**config.mk**
```make
export PLATFORM = sky130hd
export DESIGN_NAME = load_store_unit_hs
export DESIGN_NICKNAME = d
export VERILOG_FILES = /design/src/rtl/cpu_core_pkg.sv /design/src/rtl/lsu_align.sv /design/src/rtl/load_store_unit_hs.sv
export SDC_FILE = /design/constraint.sdc
export NUM_CORES = 1
export LEC_CHECK = 0
export BUFFER_PORTS_ARGS = -buffer_cell sky130_fd_sc_hd__buf_2
export CAP_MARGIN = 20
export CORE_MARGIN = 2
export CORE_UTILIZATION = 52
export CTS_BUF_LIST = sky130_fd_sc_hd__clkbuf_16
export DETAILED_ROUTE_END_ITERATION = 6
export GPL_TIMING_DRIVEN = 0
export PLACE_DENSITY = 0.85
export SYNTH_ARGS = -nofsm -noshare
export SYNTH_HDL_FRONTEND = slang
export SYNTH_SLANG_ARGS = --single-unit
```
**constraint.sdc**
```tcl
create_clock -name clock_i -period 4.1 [get_ports clock_i]
set_input_delay 0.615 -clock clock_i [delete_from_list [all_inputs] [get_ports clock_i]]
set_output_delay 0.615 -clock clock_i [all_outputs]
set_load 0.03 [all_outputs]
```
**src/rtl/cpu_core_pkg.sv**
```systemverilog
// Shared core package: memory access sizes, LSU FSM states and LSU exception causes.
// No ports; imported by the load/store unit and its alignment helper.
package cpu_core_pkg;

    // Access size encodings, matching func3[1:0] of loads and stores
    typedef enum logic [1:0] {
        BYTE  = 2'b00,
        HWORD = 2'b01,
        WORD  = 2'b10,
        DWORD = 2'b11
    } mem_size_e;

    typedef enum logic [1:0] {
        IDLE = 2'b00,
        REQ  = 2'b01,
        WAIT = 2'b10
    } lsu_state_e;

    typedef enum logic [1:0] {
        EXC_LOAD_MISALIGN  = 2'd0,
        EXC_STORE_MISALIGN = 2'd1,
        EXC_LOAD_FAULT     = 2'd2,
        EXC_STORE_FAULT    = 2'd3
    } lsu_exc_cause_e;

    localparam int unsigned IMM_W = 12;
    localparam int unsigned REG_W = 5;

endpackage

```
**src/rtl/lsu_align.sv**
```systemverilog
// Combinational lane alignment for the memory port.
// Ports:
//   i_size      access size
//   i_offset    byte offset of the effective address within the bus word
//   i_sign      1 = sign-extend load data, 0 = zero-extend
//   i_rdata     raw bus read data
//   i_wdata     unshifted store data
//   o_be_c      byte enables
//   o_wdata_c   store data shifted onto its byte lanes
//   o_rdata_c   load data shifted down, truncated and extended
module lsu_align
    import cpu_core_pkg::*;
#(
    parameter  int unsigned XLEN   = 32,
    localparam int unsigned NBYTES = XLEN / 8,
    localparam int unsigned OFFW   = $clog2(NBYTES)
) (
    input  mem_size_e          i_size,
    input  logic [OFFW-1:0]    i_offset,
    input  logic               i_sign,
    input  logic [XLEN-1:0]    i_rdata,
    input  logic [XLEN-1:0]    i_wdata,
    output logic [NBYTES-1:0]  o_be_c,
    output logic [XLEN-1:0]    o_wdata_c,
    output logic [XLEN-1:0]    o_rdata_c
);

    logic [XLEN-1:0] w_keep;
    logic [7:0]      w_bmask;
    logic [XLEN-1:0] w_rshift;
    logic            w_sbit;

    // Size masks drive both directions; the read side shifts down, the write side up
    always_comb begin
        w_keep  = '1;
        w_bmask = 8'hFF;
        case (i_size)
            BYTE:    begin w_keep = XLEN'(8'hFF);         w_bmask = 8'h01; end
            HWORD:   begin w_keep = XLEN'(16'hFFFF);      w_bmask = 8'h03; end
            WORD:    begin w_keep = XLEN'(32'hFFFF_FFFF); w_bmask = 8'h0F; end
            default: begin w_keep = '1;                   w_bmask = 8'hFF; end
        endcase

        w_rshift = i_rdata >> {i_offset, 3'b000};

        case (i_size)
            BYTE:    w_sbit = w_rshift[7];
            HWORD:   w_sbit = w_rshift[15];
            WORD:    w_sbit = w_rshift[31];
            default: w_sbit = w_rshift[XLEN-1];
        endcase

        o_rdata_c = (w_rshift & w_keep) | ((i_sign && w_sbit) ? ~w_keep : '0);
        o_wdata_c = (i_wdata & w_keep) << {i_offset, 3'b000};
        o_be_c    = NBYTES'(w_bmask) << i_offset;
    end

endmodule

```
**src/rtl/load_store_unit_hs.sv**
```systemverilog
// Load/store unit with req/gnt/rvalid memory handshake, pipeline stall,
// lane alignment, misalignment/bus-error exceptions and flush.
// Ports:
//   clock_i, reset_i                 clock, synchronous active-high reset
//   valid_i, is_load_i, is_store_i   issue strobe and operation type
//   func3_i, rs1_i, rs2_i, imm_i     size/extension, base, store data, offset
//   rd_i, flush_i                    load destination, kill in-flight access
//   busy_o                           stall (combinational: state != IDLE)
//   mem_*                            data memory port
//   wb_valid_o, wb_rd_o, wb_data_o   load writeback pulse
//   exc_valid_o, exc_cause_o, exc_addr_o  exception pulse
module load_store_unit_hs
    import cpu_core_pkg::*;
#(
    parameter  int unsigned XLEN   = 32,
    localparam int unsigned NBYTES = XLEN / 8,
    localparam int unsigned OFFW   = $clog2(NBYTES)
) (
    input  logic               clock_i,
    input  logic               reset_i,
    input  logic               valid_i,
    input  logic               is_load_i,
    input  logic               is_store_i,
    input  logic [2:0]         func3_i,
    input  logic [XLEN-1:0]    rs1_i,
    input  logic [XLEN-1:0]    rs2_i,
    input  logic [IMM_W-1:0]   imm_i,
    input  logic [REG_W-1:0]   rd_i,
    input  logic               flush_i,
    output logic               busy_o,
    output logic               mem_req_o,
    output logic               mem_we_o,
    output logic [XLEN-1:0]    mem_addr_o,
    output logic [NBYTES-1:0]  mem_be_o,
    output logic [XLEN-1:0]    mem_wdata_o,
    input  logic               mem_gnt_i,
    input  logic               mem_rvalid_i,
    input  logic [XLEN-1:0]    mem_rdata_i,
    input  logic               mem_err_i,
    output logic               wb_valid_o,
    output logic [REG_W-1:0]   wb_rd_o,
    output logic [XLEN-1:0]    wb_data_o,
    output logic               exc_valid_o,
    output logic [1:0]         exc_cause_o,
    output logic [XLEN-1:0]    exc_addr_o
);

    lsu_state_e       r_state;
    lsu_state_e       w_state_nxt;

    logic             r_we;
    mem_size_e        r_size;
    logic [OFFW-1:0]  r_off;
    logic             r_zext;
    logic [REG_W-1:0] r_rd;
    logic [XLEN-1:0]  r_ea;
    logic             r_killed;
    logic [XLEN-1:0]  r_addr;
    logic [NBYTES-1:0] r_be;
    logic [XLEN-1:0]  r_wdata;
    logic             r_wb_valid;
    logic [REG_W-1:0] r_wb_rd;
    logic [XLEN-1:0]  r_wb_data;
    logic             r_exc_valid;
    lsu_exc_cause_e   r_exc_cause;
    logic [XLEN-1:0]  r_exc_addr;

    logic [XLEN-1:0]  w_ea;
    mem_size_e        w_size;
    logic             w_mem_op;
    logic             w_misaligned;
    logic             w_illegal;
    logic             w_fault;
    lsu_exc_cause_e   w_issue_cause;
    mem_size_e        w_al_size;
    logic [OFFW-1:0]  w_al_off;
    logic             w_al_sign;
    logic [NBYTES-1:0] w_be;
    logic [XLEN-1:0]  w_wdata;
    logic [XLEN-1:0]  w_rdata_ext;
    logic             w_drop_resp;

    // Issue-side decode
    assign w_ea     = rs1_i + {{(XLEN-IMM_W){imm_i[IMM_W-1]}}, imm_i};
    assign w_size   = mem_size_e'(func3_i[1:0]);
    assign w_mem_op = valid_i & (is_load_i | is_store_i);

    always_comb begin
        w_misaligned = 1'b0;
        case (w_size)
            BYTE:    w_misaligned = 1'b0;
            HWORD:   w_misaligned = w_ea[0];
            WORD:    w_misaligned = |w_ea[1:0];
            default: w_misaligned = |w_ea[2:0];
        endcase
    end

    // A doubleword on a 32-bit port is a fault; it outranks misalignment
    assign w_illegal = (w_size == DWORD) && (XLEN == 32);
    assign w_fault   = w_misaligned | w_illegal;

    always_comb begin
        w_issue_cause = EXC_LOAD_MISALIGN;
        if (w_illegal) begin
            w_issue_cause = is_store_i ? EXC_STORE_FAULT : EXC_LOAD_FAULT;
        end else begin
            w_issue_cause = is_store_i ? EXC_STORE_MISALIGN : EXC_LOAD_MISALIGN;
        end
    end

    // One aligner serves both directions: issue fields in IDLE, latched fields otherwise
    assign w_al_size = (r_state == IDLE) ? w_size           : r_size;
    assign w_al_off  = (r_state == IDLE) ? w_ea[OFFW-1:0]   : r_off;
    assign w_al_sign = (r_state == IDLE) ? ~func3_i[2]      : ~r_zext;

    lsu_align #(.XLEN(XLEN)) u_align (
        .i_size    (w_al_size),
        .i_offset  (w_al_off),
        .i_sign    (w_al_sign),
        .i_rdata   (mem_rdata_i),
        .i_wdata   (rs2_i),
        .o_be_c    (w_be),
        .o_wdata_c (w_wdata),
        .o_rdata_c (w_rdata_ext)
    );

    // A flush in the same cycle as rvalid still suppresses the response
    assign w_drop_resp = r_killed | flush_i;

    // State register
    always_ff @(posedge clock_i) begin
        if (reset_i) begin
            r_state <= IDLE;
        end else begin
            r_state <= w_state_nxt;
        end
    end

    // Next-state logic
    always_comb begin
        w_state_nxt = r_state;
        case (r_state)
            IDLE: if (w_mem_op && !w_fault) w_state_nxt = REQ;
            REQ: begin
                if (mem_gnt_i)    w_state_nxt = WAIT;
                else if (flush_i) w_state_nxt = IDLE;
            end
            WAIT: if (mem_rvalid_i) w_state_nxt = IDLE;
            default: w_state_nxt = IDLE;
        endcase
    end

    // Access latch, writeback and exception registers
    always_ff @(posedge clock_i) begin
        if (reset_i) begin
            r_we        <= 1'b0;
            r_size      <= BYTE;
            r_off       <= '0;
            r_zext      <= 1'b0;
            r_rd        <= '0;
            r_ea        <= '0;
            r_killed    <= 1'b0;
            r_addr      <= '0;
            r_be        <= '0;
            r_wdata     <= '0;
            r_wb_valid  <= 1'b0;
            r_wb_rd     <= '0;
            r_wb_data   <= '0;
            r_exc_valid <= 1'b0;
            r_exc_cause <= EXC_LOAD_MISALIGN;
            r_exc_addr  <= '0;
        end else begin
            r_wb_valid  <= 1'b0;
            r_exc_valid <= 1'b0;
            case (r_state)
                IDLE: begin
                    if (w_mem_op) begin
                        if (w_fault) begin
                            r_exc_valid <= 1'b1;
                            r_exc_cause <= w_issue_cause;
                            r_exc_addr  <= w_ea;
                        end else begin
                            r_we     <= is_store_i;
                            r_size   <= w_size;
                            r_off    <= w_ea[OFFW-1:0];
                            r_zext   <= func3_i[2];
                            r_rd     <= rd_i;
                            r_ea     <= w_ea;
                            r_killed <= 1'b0;
                            r_addr   <= {w_ea[XLEN-1:OFFW], OFFW'(0)};
                            r_be     <= w_be;
                            r_wdata  <= w_wdata;
                        end
                    end
                end
                REQ: begin
                    if (mem_gnt_i && flush_i) r_killed <= 1'b1;
                end
                WAIT: begin
                    if (flush_i) r_killed <= 1'b1;
                    if (mem_rvalid_i && !w_drop_resp) begin
                        if (mem_err_i) begin
                            r_exc_valid <= 1'b1;
                            r_exc_cause <= r_we ? EXC_STORE_FAULT : EXC_LOAD_FAULT;
                            r_exc_addr  <= r_ea;
                        end else if (!r_we) begin
                            r_wb_valid <= 1'b1;
                            r_wb_rd    <= r_rd;
                            r_wb_data  <= w_rdata_ext;
                        end
                    end
                end
                default: ;
            endcase
        end
    end

    assign busy_o      = (r_state != IDLE);
    assign mem_req_o   = (r_state == REQ);
    assign mem_we_o    = r_we;
    assign mem_addr_o  = r_addr;
    assign mem_be_o    = r_be;
    assign mem_wdata_o = r_wdata;
    assign wb_valid_o  = r_wb_valid;
    assign wb_rd_o     = r_wb_rd;
    assign wb_data_o   = r_wb_data;
    assign exc_valid_o = r_exc_valid;
    assign exc_cause_o = 2'(r_exc_cause);
    assign exc_addr_o  = r_exc_addr;

endmodule

```
=== Word-level counts from Yosys, hierarchy flattened ===
Cells that the tools add are included.

* Add/sub/neg operators: 1
* $mul: 0
* Div/mod/pow operators: 0
* $lt $le $gt $ge: 0
* Equality and inequality tests: 17
* Shift-type cells: 3
* Mux-type cells: 38
* Bitwise logic cells: 15
* Reductions and logical operators: 20

{| class="wikitable"
|+ Operator list
! kind !! number
|-
| $mux W32 || 5
|-
| $pmux W32 S2 || 2
|-
| $and A32 B32 Y32 || 2
|-
| $add A32 B32 Y32 || 1
|-
| $not A32 Y32 || 1
|-
| $or A32 B32 Y32 || 1
|-
| $shl A32 B5 Y32 || 1
|-
| $shr A32 B5 Y32 || 1
|-
| $mux W2 || 11
|-
| $ne A2 B2 Y1 const B || 7
|-
| $mux W1 || 13
|-
| $pmux W4 S3 || 1
|-
| $reduce_and A5 Y1 || 2
|-
| $eq A2 B2 Y1 const B || 4
|-
| $not A1 Y1 || 7
|-
| $eq A2 B1 Y1 const B || 3
|-
| $logic_not A2 Y1 || 3
|-
| $pmux W1 S3 || 2
|-
| $pmux W2 S3 || 1
|-
| $reduce_and A3 Y1 || 2
|-
| $logic_and A1 B1 Y1 || 4
|-
| $ne A2 B1 Y1 const B || 2
|-
| $pmux W1 S2 || 2
|-
| $pmux W2 S2 || 1
|-
| 11 further kinds || 15
|}

* Flip-flop bits (word level): 185
* Bits in latches: 0
* Memory bits (writable): 0
* ROM bits: 0
* Input port bits: 125
* Output and inout port bits: 144
* Logic and storage cells: 111
* Memories kept: 0

=== Longest topological paths before layout ===
Gate-level depths: netlist of the first run.

* Depth in word-level cells: 8
* Gate-level depth with buffers: 13
* Mapped depth without buffers: 11

=== Hierarchy ===
Synthesis of the first run repeated with hierarchy kept, for this count alone.

* Cell total of the unflattened synthesis: 1197
* Area, all modules: 9080.0 sq um

{| class="wikitable"
|+ Modules (own cells, without submodules)
! module !! instances !! cells each !! area each (sq um) !! sequential area each (sq um)
|-
| load_store_unit_hs || 1 || 990 || 7707.4 || 3062.9
|-
| lsu_align || 1 || 207 || 1372.6 || 0.0
|}

=== Worst setup path before layout of the first run ===
Ideal clock, no wire load.

* Kind: input-to-reg
* Start point: input port rs1_i[0]
* End point: register r_wdata[31], in the netlist mem_wdata_o[31]
* Library setup time: 132 ps
* Data arrival time: 2887 ps
* Data required time: 3968 ps
* Setup slack: 1081 ps
* Stages on the path: 12
* Buffers on the path: 3
* Cells stage by stage: ha_1 > inv_1 > fa_1 > clkbuf_1 > nand2b_1 > a21oi_1 > nor2_1 > or3_1 > clkbuf_1 > buf_2 > a221oi_1 > nor3_1

* Longest elaborated chain between the ends: 6
* Elaborated cells between the ends (all ways): 9
* Classes of those cells: 1 x add/sub; 1 x shift; 2 x mux; 2 x bitwise; 3 x reduce/logical

{| class="wikitable"
|+ RTL lines
! element !! RTL line !! source
|-
| from (decl) || load_store_unit_hs.sv:25 || <nowiki>input logic [XLEN-1:0] rs1_i,</nowiki>
|-
| $add A32 B32 Y32 (*) || load_store_unit_hs.sv:84 || <nowiki>assign w_ea = rs1_i + {{(XLEN-IMM_W){imm_i[IMM_W-1]}}, imm_i};</nowiki>
|-
| $reduce_or A3 Y1 or $reduce_or A2 Y1 (tied branches) || load_store_unit_hs.sv:94, load_store_unit_hs.sv:93 ||
|-
| $pmux W1 S3 || load_store_unit_hs.sv:90 || <nowiki>case (w_size)</nowiki>
|-
| $or A1 B1 Y1 || load_store_unit_hs.sv:100 || <nowiki>assign w_fault = w_misaligned | w_illegal;</nowiki>
|-
| $not A1 Y1 (no line) || -- ||
|-
| $reduce_and A3 Y1 (no line) || -- ||
|-
| to (signal assigned) || load_store_unit_hs.sv:192 || <nowiki>r_wdata <= w_wdata;</nowiki>
|-
| to (decl) || load_store_unit_hs.sv:60 || <nowiki>logic [XLEN-1:0] r_wdata;</nowiki>
|}

Mark *: on every way between the ends. The rest lies on a longest branch, timed or not.
A chain may end at the register's enable or synchronous reset.

=== Worst setup path after layout of the first run ===
* Start point: input port rs1_i[0]
* End point: register r_wdata[23], in the netlist mem_wdata_o[23]

Same word-level chain as after synthesis.

==> reports/metrics.csv, run 1 <==
metric,value,unit
cts_tree,yes,
maxSlewHeadroom,39.9,%
hpwl,24.0,mm
synth-async-reset-ratio,0,%
startpoint_type,input port,
cts_root_buf,clkbuf_16,
finalMaxSlewViolations,0,
fin_crit,3580,ps
n_antenna_cell,0,
status,"finished, final reports clean",
numCtsBuffers,17,
initial_core_util,53.1,%
ant_nets,0,
die_area,18000,um^2
p_leak,5.07,nW
routed_wl,31.4,mm
synth_seq_area_share,34.8,%
drt_iter0_drc,968,
worstPathRequired,4390,ps
htree_levels,4,
end_kind,register,
powerDensity,520,nW/um^2
antenna_found_initial,0,
grt_overflow,0,
drive_gt1_share,24.3,%
path_max_fanout,10,
first_pass_iters,5,
fin_skew,13.1,ps
drv_cap,0,
avgSynthCellArea,7.44,um^2
grt_max_degree,22,
grt_usage,33.5,%
holdCritPathClass,in2reg,
cts-resized-gates,0,
dpl-instance-area,10400,um^2
final_cell_area,11000,um^2
die_h,134,um
netlist_instances,1184,
vias_per_cell,5.90,
hold_viol_final,0,
clock_latency,440,ps
cts.sinks,153,
rsz0062_at_grt,no,
cts_setup_buffers,0,
ys_warn_count,0,
synth_top_area_share,34.8,%
synth_top_cell_by_area,dfxtp_1,
ys_types,71,
std_cell_rows,47,
max_freq,279,MHz
reg2reg_from,r_state[0],
cp_slowest_stage_delay,580,ps
grt_pass1_vias,8980,
grt_pass1_wl,47.3,mm
hp-start,rd_i[0],
synth_edf_count,0,
clk_pin_slew,70,ps
cp_data_arrival_time,3870,ps
routabilityCongestion,0.965,
path_class,in2reg,
n_fill_cell,1462,
crit_slowest_cell,clkbuf_1,
wl_per_cell,18.4,um
synthTopCellsByArea,"dfxtp_1, nand2_1, a21oi_1",
ir_worst_vdd,395,uV
clk_path_buf_depth,2,
syn-cell-area,8810,um^2
die_w,134,um
setup_viol,0,
ys.flop_type,dfxtp_1,
post-route-period-util,87.4,%
crit_chain,"buf_2, ha_1, inv_1, fa_1, clkbuf_1, nand2b_1, a21oi_1, nor2_1, nor3_1, clkbuf_1, o211ai_1, o21ai_0, nor2_1",
finalSetupTns,0,ps
io_pins,269,
port_buffers,266,
worst_slew_pin_slew,894,ps
core,16600,um^2
synth-seq-cells,153,
nNetsFinal,1631,
hold_buffers,0,
vias,10000,
crit_start,rs1_i[0],
drc_errors,0,
area_growth,25.0,%
## synth_stat cells (all sizes together) (2+ instances only)
library cell and instances:
o211ai 11, xor2 6, dfxtp 153, o31ai 4, inv 16, o21bai 5
a31oi 6, nand2 228, a211oi 28, nand3b 4, nand4 8, and2 8
o2111ai 2, ha 35, nor3 47, clkbuf 65, or3 5, o22ai 2
nand3 33, a21boi 4, a221oi 9, xnor2 20, a311oi 9, and3 2
mux2i 35, nor2 123, buf 51, mux2 3, a21o 10, a22oi 21
nand2b 9, o21ai 51, o21a 2, a21oi 148, o311ai 3
## layout by cell type, fill, tap and decap left out, types with 5 or more instances in the layout
cell type,Yosys,layout
a211oi_1,26,26
a21o_1,10,10
a21oi_1,147,147
a221oi_1,9,9
a22oi_1,21,21
a311oi_1,9,9
a31oi_1,5,5
and2_1,7,7
buf_2,13,279
buf_4,33,33
clkbuf_1,64,64
clkbuf_16,0,17
clkinvlp_4,0,5
dfxtp_1,153,153
ha_1,35,35
inv_1,15,16
mux2i_1,34,34
nand2_1,228,228
nand2b_1,9,9
nand3_1,33,33
nand4_1,8,8
nor2_1,123,123
nor3_1,47,47
o211ai_1,9,9
o21ai_0,47,47
o21bai_1,5,5
or3_1,5,5
xnor2_1,20,20
xor2_1,6,6
## critical path: cells and delay by family
family,cells,cell delay (ps)
AOI/OAI and AO/OA,3,650
adders and majority gates,2,730
buffers and inverters,4,1110
and+or+nand+nor,4,750
## through the flow
step                instances  util [%]  power [mW]  hold WS (ps)  setup slack (ps)
finish                   1703      66.4        5.73           426               515
detailed placement       1671      62.8        4.08           441               274
floorplan                1185         -        3.38           432              1080
global route             1703      66.4        5.98           422               316
CTS                      1703      66.4        5.68           415               638
global placement         1671      62.8        4.05           437               294
## sequential cells by signal, summed over array words and instances, names as in the netlist
signal,cells
exc_addr_o,32
exc_cause_o,2
exc_valid_o,1
mem_be_o,4
mem_wdata_o,32
mem_we_o,1
r_ea,31
r_killed,1
r_off,1
r_rd,5
r_size,2
r_state,2
r_zext,1
wb_data_o,32
wb_rd_o,5
wb_valid_o,1
## metal layers
layer,GRT usage [%],up-vias,wire (um)
li1,-,4692,-
met1,46.5,4620,13000
met2,50.9,629,13900
met3,6.12,105,3290
met4,14.8,0,1190
met5,0,-,0
## final timing paths
kind / cells after the start / slack [ps] / end
min reg2reg: 2 / 440 / wb_rd_o[4]
min: 3 / 430 / r_rd[0]
max reg2reg: 9 / 1160 / wb_data_o[5]
max: 13 / 520 / mem_wdata_o[23]
## report_power, final
| part | total (mW) | internal (mW) | switching (mW) | leakage [nW] |
|---|---|---|---|---|
| combinational | 2.33 | 0.737 | 1.59 | 3.54 |
| sequential | 1.81 | 1.67 | 0.134 | 1.25 |
| clock | 1.60 | 0.911 | 0.687 | 0.279 |
## logic make-up after synthesis
kind of cell	count (synthesis)	synth area share, %
AO/OA/AOI/OAI	322	22.7
XOR/XNOR	26	2.58
adder cells (fa/ha/maj)	36	5.20
buffers and inverters	132	7.31
flip-flops	153	34.8
multiplexers	38	4.50
other	1	0.0426
AND/OR/NAND/NOR	476	22.9
## cell type report
cell class / instances / area, um^2 / area share [%]
Multi-Input combinational cell: 900 / 5110 / 46.4
Sequential cell: 153 / 3060 / 27.8
Timing Repair Buffer: 266 / 1330 / 12.1
Buffer: 116 / 584 / 5.30
Clock buffer: 17 / 425 / 3.86
Tap cell: 220 / 275 / 2.50
Clock inverter: 15 / 170 / 1.54
Inverter: 16 / 60.1 / 0.545
Power figures use the tool's default switching activity.
==> inputs of run 2 (changes only) <==
--- a/config.mk
+++ b/config.mk
@@ -11,7 +11,7 @@
 export CORE_UTILIZATION = 52
 export CTS_BUF_LIST = sky130_fd_sc_hd__clkbuf_16
 export DETAILED_ROUTE_END_ITERATION = 6
-export GPL_TIMING_DRIVEN = 0
+export GPL_TIMING_DRIVEN = 1
 export PLACE_DENSITY = 0.85
 export SYNTH_ARGS = -nofsm -noshare
 export SYNTH_HDL_FRONTEND = slang
==> reports/metrics.csv, run 2 (same netlist as run 1, synthesis figures left out) <==
metric,value,unit
clk_path_buf_depth,2,
setup_viol,0,
fin_crit,3050,ps
worstRegToRegCells,10,
pre_cts_ws,638,ps
worstPathBufferInverterCount,3,
crit_chain,"buf_2, ha_1, inv_1, fa_1, nand2b_1, a21oi_1, nor2_1, or3_2, buf_4, a221oi_1, nor3_1",
worst_slew_pin_slew,1000,ps
drc_errors,0,
max_freq,328,MHz
wl_per_cell,16.9,um
fin_skew,13.1,ps
hold_buffers,0,
finalMaxSlewViolations,0,
port_buffers,266,
path_class,in2reg,
area_growth,20.5,%
powerDensity,523,nW/um^2
die_w,134,um
holdCritPathClass,in2reg,
grt_overflow,0,
core,16600,um^2
cts-resized-gates,0,
final_cell_mix,"buf_2, nand2_1, dfxtp_1",
hold_depth,3,
clk_pin_slew,70,ps
status,"finished, final reports clean",
final_common_cell,buf_2,
die_area,18000,um^2
grt_max_degree,87,
r2r_end,wb_data_o[12],
htree_levels,4,
maxSlewHeadroom,32.8,%
cpLargestDelayFamily,simple AND/OR/NAND/NOR gates,
hp-start,rd_i[2],
ff2ff_setup_slack,1060,ps
clock_latency,430,ps
path_max_fanout,26,
cts_tree,yes,
rsz0062_at_grt,no,
post-route-period-util,74.5,%
io_pins,269,
drt_iter0_drc,803,
p_leak,4.85,nW
cts_setup_buffers,0,
grt_pass1_wl,41.8,mm
ir_worst_vdd,367,uV
crit_slowest_cell,or3_2,
vias_per_cell,5.77,
grt_pass1_vias,8349,
finalSetupTns,0,ps
ant_nets,0,
routabilityCongestion,0.996,
nNetsFinal,1534,
first_pass_iters,5,
n_antenna_cell,0,
min_to,r_rd[2],
cts_root_buf,clkbuf_16,
drv_cap,0,
drive_gt1_share,24.3,%
std_cell_rows,47,
initial_core_util,53.1,%
routed_wl,27.1,mm
grt_usage,28.8,%
die_h,134,um
hpwl,19.8,mm
cts.sinks,153,
end_kind,register,
cp_slowest_stage_delay,720,ps
antenna_found_initial,0,
startpoint_type,input port,
vias,9257,
dpl.cell_count,1574,
worstPathRequired,4370,ps
setup_ws,1050,ps
reg2reg_from,r_state[0],
numCtsBuffers,17,
cp_data_arrival_time,3330,ps
hold_viol_final,0,
fin_cells,1605,
[run 2: per-stage QoR]
step	utilization (%)	hold slack [ps]	power (mW)	area (um^2)
finish	64.0	427	5.55	10600
global route	64.0	436	5.84	10600
CTS	64.0	422	5.54	10600
detailed placement	60.5	443	3.97	10000
global placement	60.5	438	3.93	10000
floorplan	-	432	3.38	8810
[run 2: worst max-delay path by stage]
stage | from | endpoint | slack [ps] | cells after the start
global route | imm_i[0] | r_ea[12] | 830 | 12
global placement | rs1_i[0] | r_ea[12] | 710 | 12
detailed placement | rs1_i[0] | mem_wdata_o[24] | 640 | 11
finish | rs1_i[0] | mem_wdata_o[25] | 1050 | 11
floorplan | rs1_i[0] | mem_wdata_o[31] | 1080 | 12
CTS | rs1_i[0] | r_ea[12] | 1060 | 12
[run 2: area by class of cell]
| class | instances | area [um^2] |
|---|---|---|
| clock inverter | 14 | 165 |
| multi-input combinational | 900 | 5130 |
| inverter | 16 | 60.1 |
| clock buffer | 17 | 425 |
| tap | 220 | 275 |
| sequential | 153 | 3060 |
| fill | 1535 | 5970 |
| timing repair buffer | 285 | 1500 |
[run 2: metal layers]
layer	up-vias	GRT usage (%)	share of wire, %
met5	-	0	0
met4	0	11.3	2.8
met3	58	6.95	8.4
met2	423	45.0	46
met1	4278	38.6	43
li1	4498	-	-
[run 2: worst register-to-register path, delay by kind of cell (launching register included)]
kind	cells	cell delay, ps
muxes	2	830
adders and majority gates	1	200
buffers and inverters	2	290
AOI/OAI and AO/OA	3	1060
DFF	1	390
and+or+nand+nor	2	220
[run 2: where the power goes]
| part | internal [mW] | switching [mW] | leakage [nW] |
|---|---|---|---|
| registers | 1.67 | 0.116 | 1.25 |
| logic | 0.712 | 1.47 | 3.33 |
| clock network | 0.908 | 0.671 | 0.276 |
| total | 3.29 | 2.26 | 4.85 |
